**src/rtl/exc_sequencer_if.sv**
```systemverilog
// WB/CP0/fetch-side signal bundle for the exception sequencer.
// The sequencer takes the slave modport; the WB/CP0/fetch environment takes the master modport.
interface exc_sequencer_if;
  logic        wb_valid;
  logic [31:0] wb_pc;
  logic        wb_bd;
  logic [31:0] wb_br_pc;
  logic        exc_if_adel;
  logic        exc_ri;
  logic        exc_ov;
  logic        exc_sys;
  logic        exc_bp;
  logic        exc_adel;
  logic        exc_ades;
  logic [31:0] mem_vaddr;
  logic        wb_eret;
  logic        int_pending;
  logic [31:0] epc_i;
  logic        redirect_ready;
  logic        wb_stall;
  logic        ex_valid_o;
  logic [4:0]  ex_code_o;
  logic        ex_bd_o;
  logic [31:0] ex_pc_o;
  logic        badvaddr_valid_o;
  logic [31:0] badvaddr_o;
  logic        eret_o;
  logic        flush;
  logic        redirect_valid;
  logic [31:0] redirect_pc;
  logic        busy;

  modport slave (
    input  wb_valid, wb_pc, wb_bd, wb_br_pc, exc_if_adel, exc_ri, exc_ov, exc_sys,
           exc_bp, exc_adel, exc_ades, mem_vaddr, wb_eret, int_pending, epc_i,
           redirect_ready,
    output wb_stall, ex_valid_o, ex_code_o, ex_bd_o, ex_pc_o, badvaddr_valid_o,
           badvaddr_o, eret_o, flush, redirect_valid, redirect_pc, busy
  );

  modport master (
    output wb_valid, wb_pc, wb_bd, wb_br_pc, exc_if_adel, exc_ri, exc_ov, exc_sys,
           exc_bp, exc_adel, exc_ades, mem_vaddr, wb_eret, int_pending, epc_i,
           redirect_ready,
    input  wb_stall, ex_valid_o, ex_code_o, ex_bd_o, ex_pc_o, badvaddr_valid_o,
           badvaddr_o, eret_o, flush, redirect_valid, redirect_pc, busy
  );
endinterface

```
**src/rtl/exc_sequencer.sv**
```systemverilog
// Exception/interrupt/ERET commit sequencer: one CP0 commit cycle, FLUSH_CYCLES of flush,
// then a ready/valid redirect to fetch held until accepted (trigger -> commit is 1 cycle).
module exc_sequencer #(
  parameter logic [31:0] EXC_VECTOR   = 32'h0000_0000,
  parameter int unsigned FLUSH_CYCLES = 2
) (
  input logic             clk,
  input logic             resetn,
  exc_sequencer_if.slave  bus
);

  localparam logic [1:0] S_IDLE     = 2'd0;
  localparam logic [1:0] S_COMMIT   = 2'd1;
  localparam logic [1:0] S_FLUSH    = 2'd2;
  localparam logic [1:0] S_REDIRECT = 2'd3;

  localparam logic [3:0] FLUSH_LOAD = 4'(FLUSH_CYCLES - 1);

  logic [1:0]  state_q, state_d;
  logic [3:0]  cnt_q, cnt_d;
  logic [4:0]  code_q, code_d;
  logic        bd_q, bd_d;
  logic [31:0] epc_q, epc_d;
  logic        bv_q, bv_d;
  logic [31:0] bad_q, bad_d;
  logic        eret_q, eret_d;
  logic [31:0] tgt_q, tgt_d;

  logic        any_exc;
  logic        trig;
  logic [4:0]  sel_code;
  logic        sel_bv;
  logic [31:0] sel_bad;
  logic        sel_eret;

  assign any_exc = bus.exc_if_adel | bus.exc_ri | bus.exc_ov | bus.exc_sys |
                   bus.exc_bp | bus.exc_adel | bus.exc_ades;
  assign trig    = bus.wb_valid & (bus.int_pending | any_exc | bus.wb_eret);
  assign sel_eret = bus.wb_eret & ~bus.int_pending & ~any_exc;

  // Priority encoder: only the winning event's code and bad address are captured.
  always_comb begin
    sel_code = 5'd0;
    sel_bv   = 1'b0;
    sel_bad  = 32'h0;
    if (bus.int_pending) begin
      sel_code = 5'd0;
    end else if (bus.exc_if_adel) begin
      sel_code = 5'd4;
      sel_bv   = 1'b1;
      sel_bad  = bus.wb_pc;
    end else if (bus.exc_ri) begin
      sel_code = 5'd10;
    end else if (bus.exc_ov) begin
      sel_code = 5'd12;
    end else if (bus.exc_sys) begin
      sel_code = 5'd8;
    end else if (bus.exc_bp) begin
      sel_code = 5'd9;
    end else if (bus.exc_adel) begin
      sel_code = 5'd4;
      sel_bv   = 1'b1;
      sel_bad  = bus.mem_vaddr;
    end else if (bus.exc_ades) begin
      sel_code = 5'd5;
      sel_bv   = 1'b1;
      sel_bad  = bus.mem_vaddr;
    end
  end

  always_comb begin
    state_d = state_q;
    cnt_d   = cnt_q;
    code_d  = code_q;
    bd_d    = bd_q;
    epc_d   = epc_q;
    bv_d    = bv_q;
    bad_d   = bad_q;
    eret_d  = eret_q;
    tgt_d   = tgt_q;
    case (state_q)
      S_IDLE: begin
        if (trig) begin
          state_d = S_COMMIT;
          code_d  = sel_code;
          bd_d    = bus.wb_bd;
          epc_d   = bus.wb_bd ? bus.wb_br_pc : bus.wb_pc;
          bv_d    = sel_bv;
          bad_d   = sel_bad;
          eret_d  = sel_eret;
          tgt_d   = sel_eret ? bus.epc_i : EXC_VECTOR;
        end
      end
      S_COMMIT: begin
        state_d = S_FLUSH;
        cnt_d   = FLUSH_LOAD;
      end
      S_FLUSH: begin
        if (cnt_q == 4'd0) begin
          state_d = S_REDIRECT;
        end else begin
          cnt_d = cnt_q - 4'd1;
        end
      end
      default: begin
        if (bus.redirect_ready) begin
          state_d = S_IDLE;
        end
      end
    endcase
  end

  always_ff @(posedge clk) begin
    if (!resetn) begin
      state_q <= S_IDLE;
      cnt_q   <= 4'd0;
      code_q  <= 5'd0;
      bd_q    <= 1'b0;
      epc_q   <= 32'h0;
      bv_q    <= 1'b0;
      bad_q   <= 32'h0;
      eret_q  <= 1'b0;
      tgt_q   <= 32'h0;
    end else begin
      state_q <= state_d;
      cnt_q   <= cnt_d;
      code_q  <= code_d;
      bd_q    <= bd_d;
      epc_q   <= epc_d;
      bv_q    <= bv_d;
      bad_q   <= bad_d;
      eret_q  <= eret_d;
      tgt_q   <= tgt_d;
    end
  end

  // WB must stay valid through COMMIT so CP0 can gate its own writes on it.
  assign bus.wb_stall         = ((state_q == S_IDLE) & trig) | (state_q == S_COMMIT);
  assign bus.ex_valid_o       = (state_q == S_COMMIT) & ~eret_q;
  assign bus.eret_o           = (state_q == S_COMMIT) & eret_q;
  assign bus.ex_code_o        = code_q;
  assign bus.ex_bd_o          = bd_q;
  assign bus.ex_pc_o          = epc_q;
  assign bus.badvaddr_valid_o = (state_q == S_COMMIT) & bv_q;
  assign bus.badvaddr_o       = bad_q;
  assign bus.flush            = (state_q == S_FLUSH) | (state_q == S_REDIRECT);
  assign bus.redirect_valid   = (state_q == S_REDIRECT);
  assign bus.redirect_pc      = (state_q == S_REDIRECT) ? tgt_q : 32'h0;
  assign bus.busy             = (state_q != S_IDLE);

endmodule

```
**src/flat_wrapper.sv**
```systemverilog
// flat-port wrapper written by rule: the top's interface ports become plain ports
module exc_sequencer_flat 
#(
  parameter logic [31:0] EXC_VECTOR   = 32'h0000_0000,
  parameter int unsigned FLUSH_CYCLES = 2
)
  (clk, resetn, bus_wb_valid, bus_wb_pc, bus_wb_bd, bus_wb_br_pc, bus_exc_if_adel, bus_exc_ri, bus_exc_ov, bus_exc_sys, bus_exc_bp, bus_exc_adel, bus_exc_ades, bus_mem_vaddr, bus_wb_eret, bus_int_pending, bus_epc_i, bus_redirect_ready, bus_wb_stall, bus_ex_valid_o, bus_ex_code_o, bus_ex_bd_o, bus_ex_pc_o, bus_badvaddr_valid_o, bus_badvaddr_o, bus_eret_o, bus_flush, bus_redirect_valid, bus_redirect_pc, bus_busy);
  exc_sequencer_if bus_i ();
  input logic clk;
  input logic resetn;
  input wire logic [$bits(bus_i.wb_valid)-1:0] bus_wb_valid;
  input wire logic [$bits(bus_i.wb_pc)-1:0] bus_wb_pc;
  input wire logic [$bits(bus_i.wb_bd)-1:0] bus_wb_bd;
  input wire logic [$bits(bus_i.wb_br_pc)-1:0] bus_wb_br_pc;
  input wire logic [$bits(bus_i.exc_if_adel)-1:0] bus_exc_if_adel;
  input wire logic [$bits(bus_i.exc_ri)-1:0] bus_exc_ri;
  input wire logic [$bits(bus_i.exc_ov)-1:0] bus_exc_ov;
  input wire logic [$bits(bus_i.exc_sys)-1:0] bus_exc_sys;
  input wire logic [$bits(bus_i.exc_bp)-1:0] bus_exc_bp;
  input wire logic [$bits(bus_i.exc_adel)-1:0] bus_exc_adel;
  input wire logic [$bits(bus_i.exc_ades)-1:0] bus_exc_ades;
  input wire logic [$bits(bus_i.mem_vaddr)-1:0] bus_mem_vaddr;
  input wire logic [$bits(bus_i.wb_eret)-1:0] bus_wb_eret;
  input wire logic [$bits(bus_i.int_pending)-1:0] bus_int_pending;
  input wire logic [$bits(bus_i.epc_i)-1:0] bus_epc_i;
  input wire logic [$bits(bus_i.redirect_ready)-1:0] bus_redirect_ready;
  output wire logic [$bits(bus_i.wb_stall)-1:0] bus_wb_stall;
  output wire logic [$bits(bus_i.ex_valid_o)-1:0] bus_ex_valid_o;
  output wire logic [$bits(bus_i.ex_code_o)-1:0] bus_ex_code_o;
  output wire logic [$bits(bus_i.ex_bd_o)-1:0] bus_ex_bd_o;
  output wire logic [$bits(bus_i.ex_pc_o)-1:0] bus_ex_pc_o;
  output wire logic [$bits(bus_i.badvaddr_valid_o)-1:0] bus_badvaddr_valid_o;
  output wire logic [$bits(bus_i.badvaddr_o)-1:0] bus_badvaddr_o;
  output wire logic [$bits(bus_i.eret_o)-1:0] bus_eret_o;
  output wire logic [$bits(bus_i.flush)-1:0] bus_flush;
  output wire logic [$bits(bus_i.redirect_valid)-1:0] bus_redirect_valid;
  output wire logic [$bits(bus_i.redirect_pc)-1:0] bus_redirect_pc;
  output wire logic [$bits(bus_i.busy)-1:0] bus_busy;
  assign bus_i.wb_valid = bus_wb_valid;
  assign bus_i.wb_pc = bus_wb_pc;
  assign bus_i.wb_bd = bus_wb_bd;
  assign bus_i.wb_br_pc = bus_wb_br_pc;
  assign bus_i.exc_if_adel = bus_exc_if_adel;
  assign bus_i.exc_ri = bus_exc_ri;
  assign bus_i.exc_ov = bus_exc_ov;
  assign bus_i.exc_sys = bus_exc_sys;
  assign bus_i.exc_bp = bus_exc_bp;
  assign bus_i.exc_adel = bus_exc_adel;
  assign bus_i.exc_ades = bus_exc_ades;
  assign bus_i.mem_vaddr = bus_mem_vaddr;
  assign bus_i.wb_eret = bus_wb_eret;
  assign bus_i.int_pending = bus_int_pending;
  assign bus_i.epc_i = bus_epc_i;
  assign bus_i.redirect_ready = bus_redirect_ready;
  assign bus_wb_stall = bus_i.wb_stall;
  assign bus_ex_valid_o = bus_i.ex_valid_o;
  assign bus_ex_code_o = bus_i.ex_code_o;
  assign bus_ex_bd_o = bus_i.ex_bd_o;
  assign bus_ex_pc_o = bus_i.ex_pc_o;
  assign bus_badvaddr_valid_o = bus_i.badvaddr_valid_o;
  assign bus_badvaddr_o = bus_i.badvaddr_o;
  assign bus_eret_o = bus_i.eret_o;
  assign bus_flush = bus_i.flush;
  assign bus_redirect_valid = bus_i.redirect_valid;
  assign bus_redirect_pc = bus_i.redirect_pc;
  assign bus_busy = bus_i.busy;
  exc_sequencer #(.EXC_VECTOR(EXC_VECTOR), .FLUSH_CYCLES(FLUSH_CYCLES)) u_core (.clk(clk), .resetn(resetn), .bus(bus_i));
endmodule
```
**config.mk**
```make
export PLATFORM = sky130hd
export DESIGN_NAME = exc_sequencer_flat
export DESIGN_NICKNAME = d
export VERILOG_FILES = /design/src/rtl/exc_sequencer_if.sv /design/src/rtl/exc_sequencer.sv /design/src/flat_wrapper.sv
export SDC_FILE = /design/constraint.sdc
export NUM_CORES = 1
export LEC_CHECK = 0
export BUFFER_PORTS_ARGS = -buffer_cell sky130_fd_sc_hd__buf_2
export CAP_MARGIN = 25
export CORE_ASPECT_RATIO = 0.8
export CORE_MARGIN = 1.5
export CORE_UTILIZATION = 25
export CTS_BUF_LIST = sky130_fd_sc_hd__clkbuf_4 sky130_fd_sc_hd__clkbuf_8 sky130_fd_sc_hd__clkbuf_16
export DETAILED_ROUTE_END_ITERATION = 16
export GPL_ROUTABILITY_DRIVEN = 0
export SLEW_MARGIN = 0
export SYNTH_ARGS = -nofsm -noshare
export SYNTH_HDL_FRONTEND = slang
export SYNTH_SLANG_ARGS = --single-unit
```
**constraint.sdc**
```tcl
create_clock -name clk -period 2.62 [get_ports clk]
set_clock_uncertainty 0.2 [all_clocks]
set_input_delay 0.131 -clock clk [delete_from_list [all_inputs] [get_ports clk]]
set_output_delay 0.131 -clock clk [all_outputs]
set_load 0.005 [all_outputs]
```
==> flow_summary_export.csv, run 1 <==
group,metric,value,unit
cts,cts_made_buffers,9,
cts,clk_pin_slew,0.07,ns
cts,clkSinkCount,109,
finish,stdcell_count,1141,
grt,first_global_vias,5242,
timing,rsz0062_at_grt,"false",
worst_setup_path,crit_type,"flop to flop",
placed_design,dpl.hpwl,10870,um
grt,grt_first_pass_wirelength,26990,um
power_and_ir_drop,combPwrFrac,29.7,%
synthesis,ys_seq_elements,109,
worst_setup_path,cp.buffers_inverters,2,
routing,ant_nets,0,
power_and_ir_drop,p_int,0.003328,W
worst_setup_path,end_kind,"flop",
grt,overflow,0,
synthesis,synth.avg_cell_area,9.863,sq um
routing,wl_per_cell,15.08,um
worst_hold_path,worstHoldPathType,"primary input to flop",
cts,h-tree-depth,3,
floorplan,chipWidth,156.7,um
synthesis,synth_edf_count,0,
floorplan,coreArea,0.01833,sq mm
power_and_ir_drop,seq_power_share,40.4,%
floorplan,rows,44,
routing,drt_iter0_drc,173,
timing,final_hold_viol_count,0,
timing,setup_viol,0,
synthesis,ys_async_sr_fraction,0,%
routing,routed_via_density,4.460,
placed_design,dp.cells,954,
worst_setup_path,r2r_cells,7,
cts,cts_tree,"yes",
job,max-cap-violations,0,
synthesis,yosys_warnings,0,
floorplan,die_area,0.01974,sq mm
placed_design,io_buffers,249,
worst_setup_path,worstPathRequired,2.66,ns
timing,fmax,396.1,MHz
timing,finalMaxSlewViolations,0,
finish,multi_input_area,0.002318,sq mm
power_and_ir_drop,switching_share,30.89,%
worst_setup_path,cpMaxStageDelayCell,"dlygate4sd3_1",
power_and_ir_drop,finalPower,0.004815,W
worst_hold_path,holdPathStages,3,
timing,finalWorstPathRequiredPeriod,2.525,ns
placed_design,dpl_cell_area,0.006212,sq mm
finish,final-seq-area,0.002183,sq mm
routing,drc,0,
timing,fin_tns_setup,0,ns
worst_setup_path,rrSetupSlack,0.1,ns
worst_setup_path,cp_slowest_stage_delay,0.55,ns
routing,drtPass1Iterations,4,
routing,num_vias,5089,
grt,grt_antenna_before_repair,2,
floorplan,dieHeight,126.0,um
worst_setup_path,path_depth,7,
synthesis,yosysUniqueCellTypes,46,
grt,grt_usage,17.69,%
synthesis,syn-num-nets,627,
power_and_ir_drop,ir_worst_vdd,0.0002998,V
cts,post_cts_buffers,0,
timing,slew_headroom,55.86,%
worst_setup_path,worstPathMaxFanout,7,
synthesis,synthFlopType,"dfxtp_1",
cts,worstSkewPairLatency,0.35,ns
synthesis,yosysSeqAreaShare,46.19,%
grt,grt_max_degree,73,
power_and_ir_drop,p_sw,0.001488,W
routing,routed_wl,17210,um
finish,fin_nets,1029,
finish,area_growth,74.36,%
timing,worstMarginPinSlew,0.6621,ns
floorplan,start_util,25.77,%
worst_setup_path,arrival,2.56,ns
timing,fin_crit_sh,96.36,%
power_and_ir_drop,clockPowerShare,29.9,%
worst_setup_path,cp_cell_sequence,"inv_1 > ha_1 > or4_1 > o21ai_0 > a211oi_1 > o211a_1 > dlygate4sd3_1",
power_and_ir_drop,p_leak,3.937,nW
worst_setup_path,crit_path_start_kind,"flop",
finish,layout-drive-gt1-share,32.73,%
synthesis,synthesis.instances,479,
finish,stdcell_area,0.008238,sq mm
synthesis,mappedNetlistArea,0.004725,sq mm
power_and_ir_drop,powerDensity,584.5,mW/mm^2
finish,fill_cells,1771,
outcome,status,"finished, final reports clean",
floorplan,ios,251,
cts,clockRootBuffer,"clkbuf_16",
cts,clk_path_buf_depth,2,
worst_setup_path,cpLargestDelayFamily,"buffers and inverters",
-- layout by cell type, fill, tap and decap left out, types with 7 or more instances in the layout --
| master | instances |
|---|---|
| inv_1 | 10 |
| o21ai_0 | 17 |
| and2_1 | 34 |
| o21ai_1 | 10 |
| dfxtp_1 | 108 |
| nand2_1 | 32 |
| dlygate4sd3_1 | 168 |
| buf_4 | 7 |
| clkbuf_16 | 9 |
| mux2i_1 | 55 |
| nor2_1 | 40 |
| a211oi_1 | 33 |
| a22o_1 | 55 |
| buf_2 | 249 |
-- worst min-delay path, cell delays in order --
cell	delay [ns]
buf_2	0.16
o21bai_2	0.15
o21ai_0	0.08
-- metrics by stage --
| step | worst slack [ns] | util [%] | hold WS [ns] |
|---|---|---|---|
| after floorplan | 0.7307 | - | 0.04748 |
| after CTS | 0.06124 | 44.75 | 0.004907 |
| final | 0.09536 | 44.94 | 0.01265 |
| after global routing | 0.008041 | 44.91 | 0.03506 |
| after global placement | 0.3228 | 33.89 | 0.1413 |
| after detailed placement | 0.2485 | 33.89 | 0.1457 |
-- power groups by stage --
stage,Combinational (W),Sequential [W],Clock (W)
after global routing,0.00157,0.00197,0.00156
after floorplan,0.000666,0.00199,0
after detailed placement,0.00119,0.00198,0
final,0.00143,0.00195,0.00144
after CTS,0.00142,0.00194,0.00150
after global placement,0.00118,0.00198,0
-- layer usage --
metal	vias to the layer above	wire (um)	global-route usage, %
li1	2535	-	-
met1	2324	7000	19.19
met2	193	8593	32.18
met3	35	1079	5.196
met4	2	520	7.003
met5	-	13	0
-- timing repair --
action	CTS	global route
endpoints found under the hold margin	105	0
gates resized for setup	0	4
hold buffers	168	0
endpoints found under the setup margin	0	12
-- synth_stat cells (2+ instances only) --
cell type | number | area [sq um]
ha_1 | 6 | 75.07
nand3_1 | 2 | 10.01
nor3_1 | 2 | 10.01
buf_1 | 3 | 11.26
or2_2 | 2 | 12.51
a22o_1 | 55 | 481.7
buf_6 | 3 | 33.78
o21bai_1 | 2 | 15.01
o31a_1 | 2 | 17.52
nor2b_1 | 2 | 12.51
clkbuf_1 | 11 | 41.29
or3_1 | 2 | 12.51
a21oi_1 | 2 | 10.01
inv_1 | 10 | 37.54
clkbuf_2 | 2 | 10.01
dfxtp_1 | 109 | 2182
buf_4 | 7 | 52.55
and3_1 | 3 | 18.77
buf_2 | 12 | 60.06
nor4_4 | 2 | 42.54
nor2_1 | 40 | 150.1
o21ai_1 | 10 | 50.05
and2_1 | 34 | 212.7
o21ai_0 | 17 | 85.08
nand2_1 | 32 | 120.1
mux2i_1 | 55 | 550.5
a211oi_1 | 33 | 247.7
-- state kept, by name, summed over array words and instances, names as in the netlist --
name                   cells
u_core.bus.ex_pc_o        32
u_core.bus.ex_bd_o         1
u_core.tgt_q              32
u_core.bus.badvaddr_o     32
u_core.eret_q              1
u_core.cnt_q               4
u_core.bv_q                1
u_core.state_q             2
u_core.bus.ex_code_o       4
-- area by class of cell --
| cell class | count | share of cell area (%) |
|---|---|---|
| Antenna cell | 2 | 0.06075 |
| Clock buffer | 10 | 2.901 |
| Clock inverter | 6 | 0.8657 |
| Inverter | 10 | 0.4557 |
| Multi-Input combinational cell | 322 | 28.14 |
| Sequential cell | 109 | 26.50 |
| Tap cell | 253 | 3.843 |
| Timing Repair Buffer | 429 | 37.23 |
-- worst paths after layout --
kind | startpoint | end
setup / recovery | u_core.state_q[1] | u_core.state_q[0]
hold / removal | bus_exc_if_adel | u_core.bv_q
hold reg to reg | u_core.bus.badvaddr_o[27] | u_core.bus.badvaddr_o[27]
setup reg to reg | u_core.state_q[1] | u_core.state_q[0]
-- logic make-up (layout without fill, tap and decap cells) --
group	Yosys count	after routing	synth area share, %
adder cells (fa/ha/maj)	6	6	1.589
AND/OR/NAND/NOR	129	129	14.17
AO/OA/AOI/OAI	130	130	20.92
XOR/XNOR	1	1	0.1854
multiplexers	55	55	11.65
flip-flops	109	109	46.19
buffers and inverters	48	455	5.217
other	1	3	0.07937
(Power assumes the default switching activity.)
==> run 2, diff against run 1 <==
--- a/config.mk
+++ b/config.mk
@@ -7,7 +7,6 @@
 export LEC_CHECK = 0
 export BUFFER_PORTS_ARGS = -buffer_cell sky130_fd_sc_hd__buf_2
 export CAP_MARGIN = 25
-export CORE_ASPECT_RATIO = 0.8
 export CORE_MARGIN = 1.5
 export CORE_UTILIZATION = 25
 export CTS_BUF_LIST = sky130_fd_sc_hd__clkbuf_4 sky130_fd_sc_hd__clkbuf_8 sky130_fd_sc_hd__clkbuf_16
==> run 2 against run 1 <==
- hold slack improved by 0.0038 ns
- critical path type is now primary input to flop
- wire length up 1.2%
- sequential share of layout area rose by 0.26 points
- highest routed layer unchanged
==> flow_summary_export.csv, run 2 (synthesis results as in run 1) <==
group,metric,value,unit
routing,drt_iter0_drc,224,
finish,fin_nets,1022,
grt,grt_first_pass_wirelength,26730,um
power_and_ir_drop,combPwrFrac,29.4,%
floorplan,dieHeight,140.5,um
cts,worstSkewPairLatency,0.34,ns
timing,setup_viol,0,
timing,finalMaxSlewViolations,0,
outcome,status,"finished, final reports clean",
worst_setup_path,rrSetupSlack,0.12,ns
power_and_ir_drop,ir_worst_vdd,0.0003396,V
placed_design,dpl.hpwl,10910,um
worst_setup_path,crit_path_start_kind,"primary input",
timing,slew_headroom,36.68,%
routing,routed_via_density,4.646,
routing,drtPass1Iterations,4,
routing,num_vias,5171,
routing,ant_nets,0,
power_and_ir_drop,clockPowerShare,30.7,%
finish,utilization,43.73,%
floorplan,start_util,25.34,%
power_and_ir_drop,p_int,0.003427,W
placed_design,dp.cells,935,
finish,layout-drive-gt1-share,32.88,%
worst_hold_path,holdPathStages,3,
finish,area_growth,72.56,%
finish,stdcell_area,0.008153,sq mm
cts,clk_pin_slew,0.07,ns
floorplan,rows,50,
power_and_ir_drop,powerDensity,598.9,mW/mm^2
cts,clk_path_buf_depth,2,
timing,whs,0.01647,ns
floorplan,coreArea,0.01864,sq mm
timing,fmax,391.0,MHz
finish,mostFrequentLayoutCells,"buf_2, dlygate4sd3_1, dfxtp_1, mux2i_1, a22o_1",
timing,fin_crit_sh,97.60,%
cts,h-tree-depth,3,
routing,wl_per_cell,15.65,um
finish,final_common_cell,"buf_2",
worst_hold_path,holdPathEnd,"u_core.bus.ex_pc_o[23]",
cts,post_cts_buffers,0,
power_and_ir_drop,p_sw,0.001455,W
grt,overflow,0,
routing,drc,0,
floorplan,chipWidth,140.5,um
finish,stdcell_count,1113,
grt,grt_max_degree,52,
timing,finalWorstPathRequiredPeriod,2.557,ns
cts,cts_tree,"yes",
timing,worstMarginPinSlew,0.9491,ns
worst_hold_path,hp-start,"bus_wb_br_pc[23]",
job,max-cap-violations,0,
worst_setup_path,end_kind,"flop",
timing,final_hold_viol_count,0,
worst_setup_path,arrival,2.65,ns
worst_hold_path,worstHoldPathType,"primary input to flop",
worst_setup_path,r2r_cells,7,
placed_design,io_buffers,249,
power_and_ir_drop,seq_power_share,39.9,%
cts,cts_made_buffers,9,
worst_setup_path,r2r_start,"u_core.state_q[0]",
worst_setup_path,reg2reg_to,"u_core.state_q[0]",
floorplan,ios,251,
worst_setup_path,worstPathMaxFanout,11,
cts,clockRootBuffer,"clkbuf_16",
floorplan,die_area,0.01973,sq mm
power_and_ir_drop,p_leak,3.924,nW
grt,first_global_vias,5137,
finish,antennaDiodeCount,0,
worst_setup_path,crit_type,"primary input to flop",
cts,clkSinkCount,109,
power_and_ir_drop,switching_share,29.81,%
placed_design,dpl_cell_area,0.006188,sq mm
finish,fill_cells,1737,
grt,grt_usage,17.27,%
routing,routed_wl,17420,um
worst_setup_path,worstPathRequired,2.71,ns
grt,grt_antenna_before_repair,1,
[run 2: how the worst max path moves through the flow]
| stage | startpoint | to | slack (ns) |
|---|---|---|---|
| after floorplan | u_core.state_q[0] | u_core.bus.badvaddr_o[22] | 0.73 |
| after global placement | u_core.state_q[0] | u_core.bus.badvaddr_o[30] | 0.36 |
| after detailed placement | u_core.state_q[0] | u_core.tgt_q[27] | 0.30 |
| after CTS | u_core.state_q[0] | u_core.state_q[0] | 0.06 |
| after global routing | u_core.state_q[0] | u_core.state_q[0] | -0.004 |
| final | bus_exc_ri | u_core.bus.badvaddr_o[2] | 0.06 |
[run 2: repair_timing]
item,CTS,global route
hold buffers,162,0
gates resized for setup,0,4
endpoints found under the setup margin,0,6
endpoints found under the hold margin,103,0
[run 2: stage by stage]
step,setup slack [ns],power [W],setup TNS (ns)
6_report,0.06278,0.004883,0
5_1_grt,-0.004086,0.005161,-0.004086
4_1_cts,0.06058,0.004920,0
3_5_place_dp,0.2998,0.003176,0
3_3_place_gp,0.3554,0.003159,0
2_1_floorplan,0.7307,0.002656,0
[run 2: final cells by class]
cell class / count / area [sq um] / share of cell area (%)
clock inverters: 5 / 81.33 / 0.9975
well taps: 234 / 292.8 / 3.591
repair buffers: 422 / 2992 / 36.69
inverters: 10 / 37.54 / 0.4604
flip-flops and latches: 109 / 2182 / 26.76
clock buffers: 11 / 246.5 / 3.023
multi-input cells: 322 / 2321 / 28.47
[run 2: critical path: stages]
cell           delay (ns)
dlygate4sd3_1        0.55
buf_2                0.18
or4_4                0.58
nor3_4               0.20
buf_6                0.17
a22o_1               0.15
dlygate4sd3_1        0.57
a22o_1               0.13
[run 2: layer usage]
| layer | wire length (um) | vias up | share of wire (%) | track usage, % |
|---|---|---|---|---|
| met5 | 13 | - | 0.075 | 0 |
| met4 | 410 | 2 | 2.4 | 6.086 |
| met3 | 1235 | 32 | 7.1 | 4.821 |
| met2 | 8473 | 230 | 49 | 30.12 |
| met1 | 7289 | 2389 | 42 | 20.29 |
| li1 | - | 2518 | - | - |
[run 2: power groups by stage]
stage / combinational (W) / clock (W) / sequential, W
6_report: 0.00143 / 0.00150 / 0.00195
2_1_floorplan: 0.000666 / 0 / 0.00199
3_5_place_dp: 0.00120 / 0 / 0.00198
3_3_place_gp: 0.00118 / 0 / 0.00198
4_1_cts: 0.00142 / 0.00156 / 0.00194
5_1_grt: 0.00158 / 0.00161 / 0.00197
==> run 3, diff against run 2 <==
--- a/config.mk
+++ b/config.mk
@@ -5,6 +5,7 @@
 export SDC_FILE = /design/constraint.sdc
 export NUM_CORES = 1
 export LEC_CHECK = 0
+export ABC_AREA = 1
 export BUFFER_PORTS_ARGS = -buffer_cell sky130_fd_sc_hd__buf_2
 export CAP_MARGIN = 25
 export CORE_MARGIN = 1.5
==> run 3 against run 2 <==
- global-route usage decreased by 1.1 points
- setup slack improved by 0.080 ns
- register-to-register slack gained 0.16 ns
- combinational power rose by 38%
- fmax rose by 3.2%
- final area is 3.2% higher
- hold slack worse by 0.0011 ns
- largest power group unchanged
==> flow_summary_export.csv, run 3 <==
group,metric,value,unit
outcome,status,"finished, final reports clean",
finish,antennaDiodeCount,0,
floorplan,ios,251,
worst_setup_path,crit_type,"primary input to flop",
worst_setup_path,arrival,2.57,ns
routing,routed_via_density,4.384,
cts,clk_path_buf_depth,2,
synthesis,yosysUniqueCellTypes,28,
timing,finalWorstPathRequiredPeriod,2.477,ns
timing,slew_headroom,46.86,%
synthesis,mappedNetlistArea,0.005534,sq mm
floorplan,die_area,0.02304,sq mm
synthesis,synthFlopType,"dfxtp_1",
worst_setup_path,cp.buffers_inverters,5,
finish,layout-drive-gt1-share,30.30,%
synthesis,syn-num-nets,967,
power_and_ir_drop,ir_worst_vdd,0.0002366,V
finish,mostFrequentLayoutCells,"nand2_1, buf_2, dlygate4sd3_1, dfxtp_1, inv_1",
synthesis,ys_seq_elements,109,
finish,final-seq-area,0.002182,sq mm
synthesis,yosys-top-cells-count,"nand2_1, dfxtp_1, inv_1",
timing,fin_crit_sh,94.56,%
timing,setup_viol,0,
floorplan,start_util,25.44,%
placed_design,io_buffers,249,
timing,final_hold_viol_count,0,
grt,grt_usage,16.16,%
placed_design,dpl.hpwl,13190,um
cts,cts_made_buffers,9,
finish,fill_cells,2259,
worst_hold_path,worstHoldPathType,"primary input to flop",
grt,overflow,0,
timing,worstMarginPinSlew,0.7962,ns
worst_setup_path,cpMaxStageDelayCell,"dlygate4sd3_1",
cts,cts_tree,"yes",
power_and_ir_drop,p_leak,4.294,nW
cts,h-tree-depth,3,
routing,wl_per_cell,13.62,um
worst_setup_path,worstPathMaxFanout,32,
synthesis,synthesis.instances,819,
synthesis,synthMostInstantiatedCell,"nand2_1",
routing,dr_wl_met3,1484,um
grt,first_global_vias,5755,
worst_setup_path,cp_cell_sequence,"dlygate4sd3_1 > buf_2 > nor2_2 > nand2_1 > nor2_2 > nand4_1 > inv_1 > buf_4 > nand2_1 > a21oi_2 > dlygate4sd3_1",
grt,grt_first_pass_wirelength,28900,um
worst_setup_path,cpLargestDelayFamily,"buffers and inverters",
power_and_ir_drop,finalPower,0.005386,W
synthesis,ys_async_sr_fraction,0,%
finish,utilization,38.66,%
timing,rsz0062_at_grt,"false",
floorplan,rows,54,
placed_design,place_ws,0.7060,ns
synthesis,yosys_warnings,0,
power_and_ir_drop,powerDensity,640.3,mW/mm^2
routing,ant_nets,0,
floorplan,dieHeight,151.8,um
cts,clockRootBuffer,"clkbuf_16",
timing,fmax,403.6,MHz
synthesis,synth.avg_cell_area,6.757,sq um
routing,routed_wl,19500,um
routing,drc,0,
finish,fin_nets,1295,
job,max-cap-violations,0,
routing,dr_wl_met2,8931,um
synthesis,synth.largest_area_cell,"dfxtp_1",
finish,area_growth,52.00,%
worst_setup_path,end_kind,"flop",
synthesis,synth_top_area_share,39.43,%
routing,drt-met1-wl,8718,um
cts,post_cts_buffers,0,
cts,clk_pin_slew,0.09,ns
routing,drt_iter0_drc,240,
floorplan,chipWidth,151.8,um
cts,clkSinkCount,109,
finish,multi_input_area,0.002685,sq mm
grt,grt_antenna_before_repair,0,
worst_setup_path,cp_slowest_stage_delay,0.57,ns
worst_setup_path,crit_path_start_kind,"primary input",
synthesis,yosysSeqAreaShare,39.43,%
worst_setup_path,worstPathRequired,2.71,ns
timing,finalMaxSlewViolations,0,
synthesis,synthTopCellsByArea,"dfxtp_1, nand2_1, inv_1",
timing,fin_tns_setup,0,ns
cts,worstSkewPairLatency,0.35,ns
finish,final_common_cell,"nand2_1",
grt,grt_max_degree,67,
routing,num_vias,6278,
floorplan,coreArea,0.02176,sq mm
routing,drtPass1Iterations,5,
synthesis,synth_edf_count,0,
timing,layout_setup_ws,0.1426,ns
routing,top_layer,"met4",
-- run 3: changes by cell type in the layout (fill, tap and decap cells not counted), sizes merged, moves of 33 or more --
cell / before / now
a22o: 55 / 0
inv: 11 / 101
dlygate4sd3: 162 / 109
mux2i: 55 / 0
a21oi: 2 / 96
nand2: 33 / 303
and2: 34 / 0
a211oi: 33 / 0
-- run 3: layer usage --
| metal | track usage, % | vias up |
|---|---|---|
| met5 | 0 | - |
| met4 | 4.904 | 0 |
| met3 | 4.102 | 22 |
| met2 | 27.33 | 237 |
| met1 | 20.07 | 2813 |
| li1 | - | 3206 |
-- run 3: repair_timing --
action	4_1_cts	5_1_grt
hold buffers	109	0
hold endpoints to repair	89	0
resized for setup	0	3
endpoints found under the setup margin	0	3
-- run 3: kinds of logic after synthesis --
family                   Yosys count  share of synthesized area, %
AND/OR/NAND/NOR                  361                         26.48
AO/OA/AOI/OAI                    188                         20.48
buffers and inverters            154                         12.19
flip-flops                       109                         39.43
adder cells (fa/ha/maj)            6                         1.357
other                              1                       0.06776
-- run 3: area by class of cell --
cell class / count / area share (%)
sequential: 109 / 25.94
tap: 280 / 4.165
multi-input combinational: 556 / 31.92
clock inverter: 7 / 0.6991
clock buffer: 9 / 2.677
inverter: 98 / 4.433
timing repair buffer: 373 / 30.17
-- run 3: path summary, 6_finish.rpt --
check                                            start                endpoint  slack (ns)  cells past startpoint
worst max register to register       u_core.state_q[0]        u_core.tgt_q[17]        0.28                      8
worst max-delay path                        bus_exc_ri        u_core.tgt_q[17]        0.14                     11
worst min-delay path                     bus_wb_pc[12]  u_core.bus.ex_pc_o[12]        0.02                      5
worst min register to register  u_core.bus.ex_pc_o[21]  u_core.bus.ex_pc_o[21]        0.26                      2
-- run 3: power breakdown --
part | switching, W | total, W | internal, W | leakage (nW)
sequential | 0.000147 | 0.00207 | 0.00192 | 0.889
clock | 0.000688 | 0.00135 | 0.000663 | 0.138
combinational | 0.00114 | 0.00197 | 0.000829 | 3.27
-- run 3: tightest hold or removal path, cell delays in order --
cell     delay (ns)
buf_2          0.10
inv_1          0.06
o21ai_0        0.10
nand2_1        0.09
a21oi_1        0.05
-- run 3: per-stage QoR --
stage	cell area [sq um]	hold WS (ns)	std cells
floorplan	5534	0.05172	819
global placement	7002	0.1874	1306
detailed placement	7002	0.1932	1306
CTS	8377	0.0008878	1431
global route	8412	0.02226	1432
finish	8412	0.01541	1432
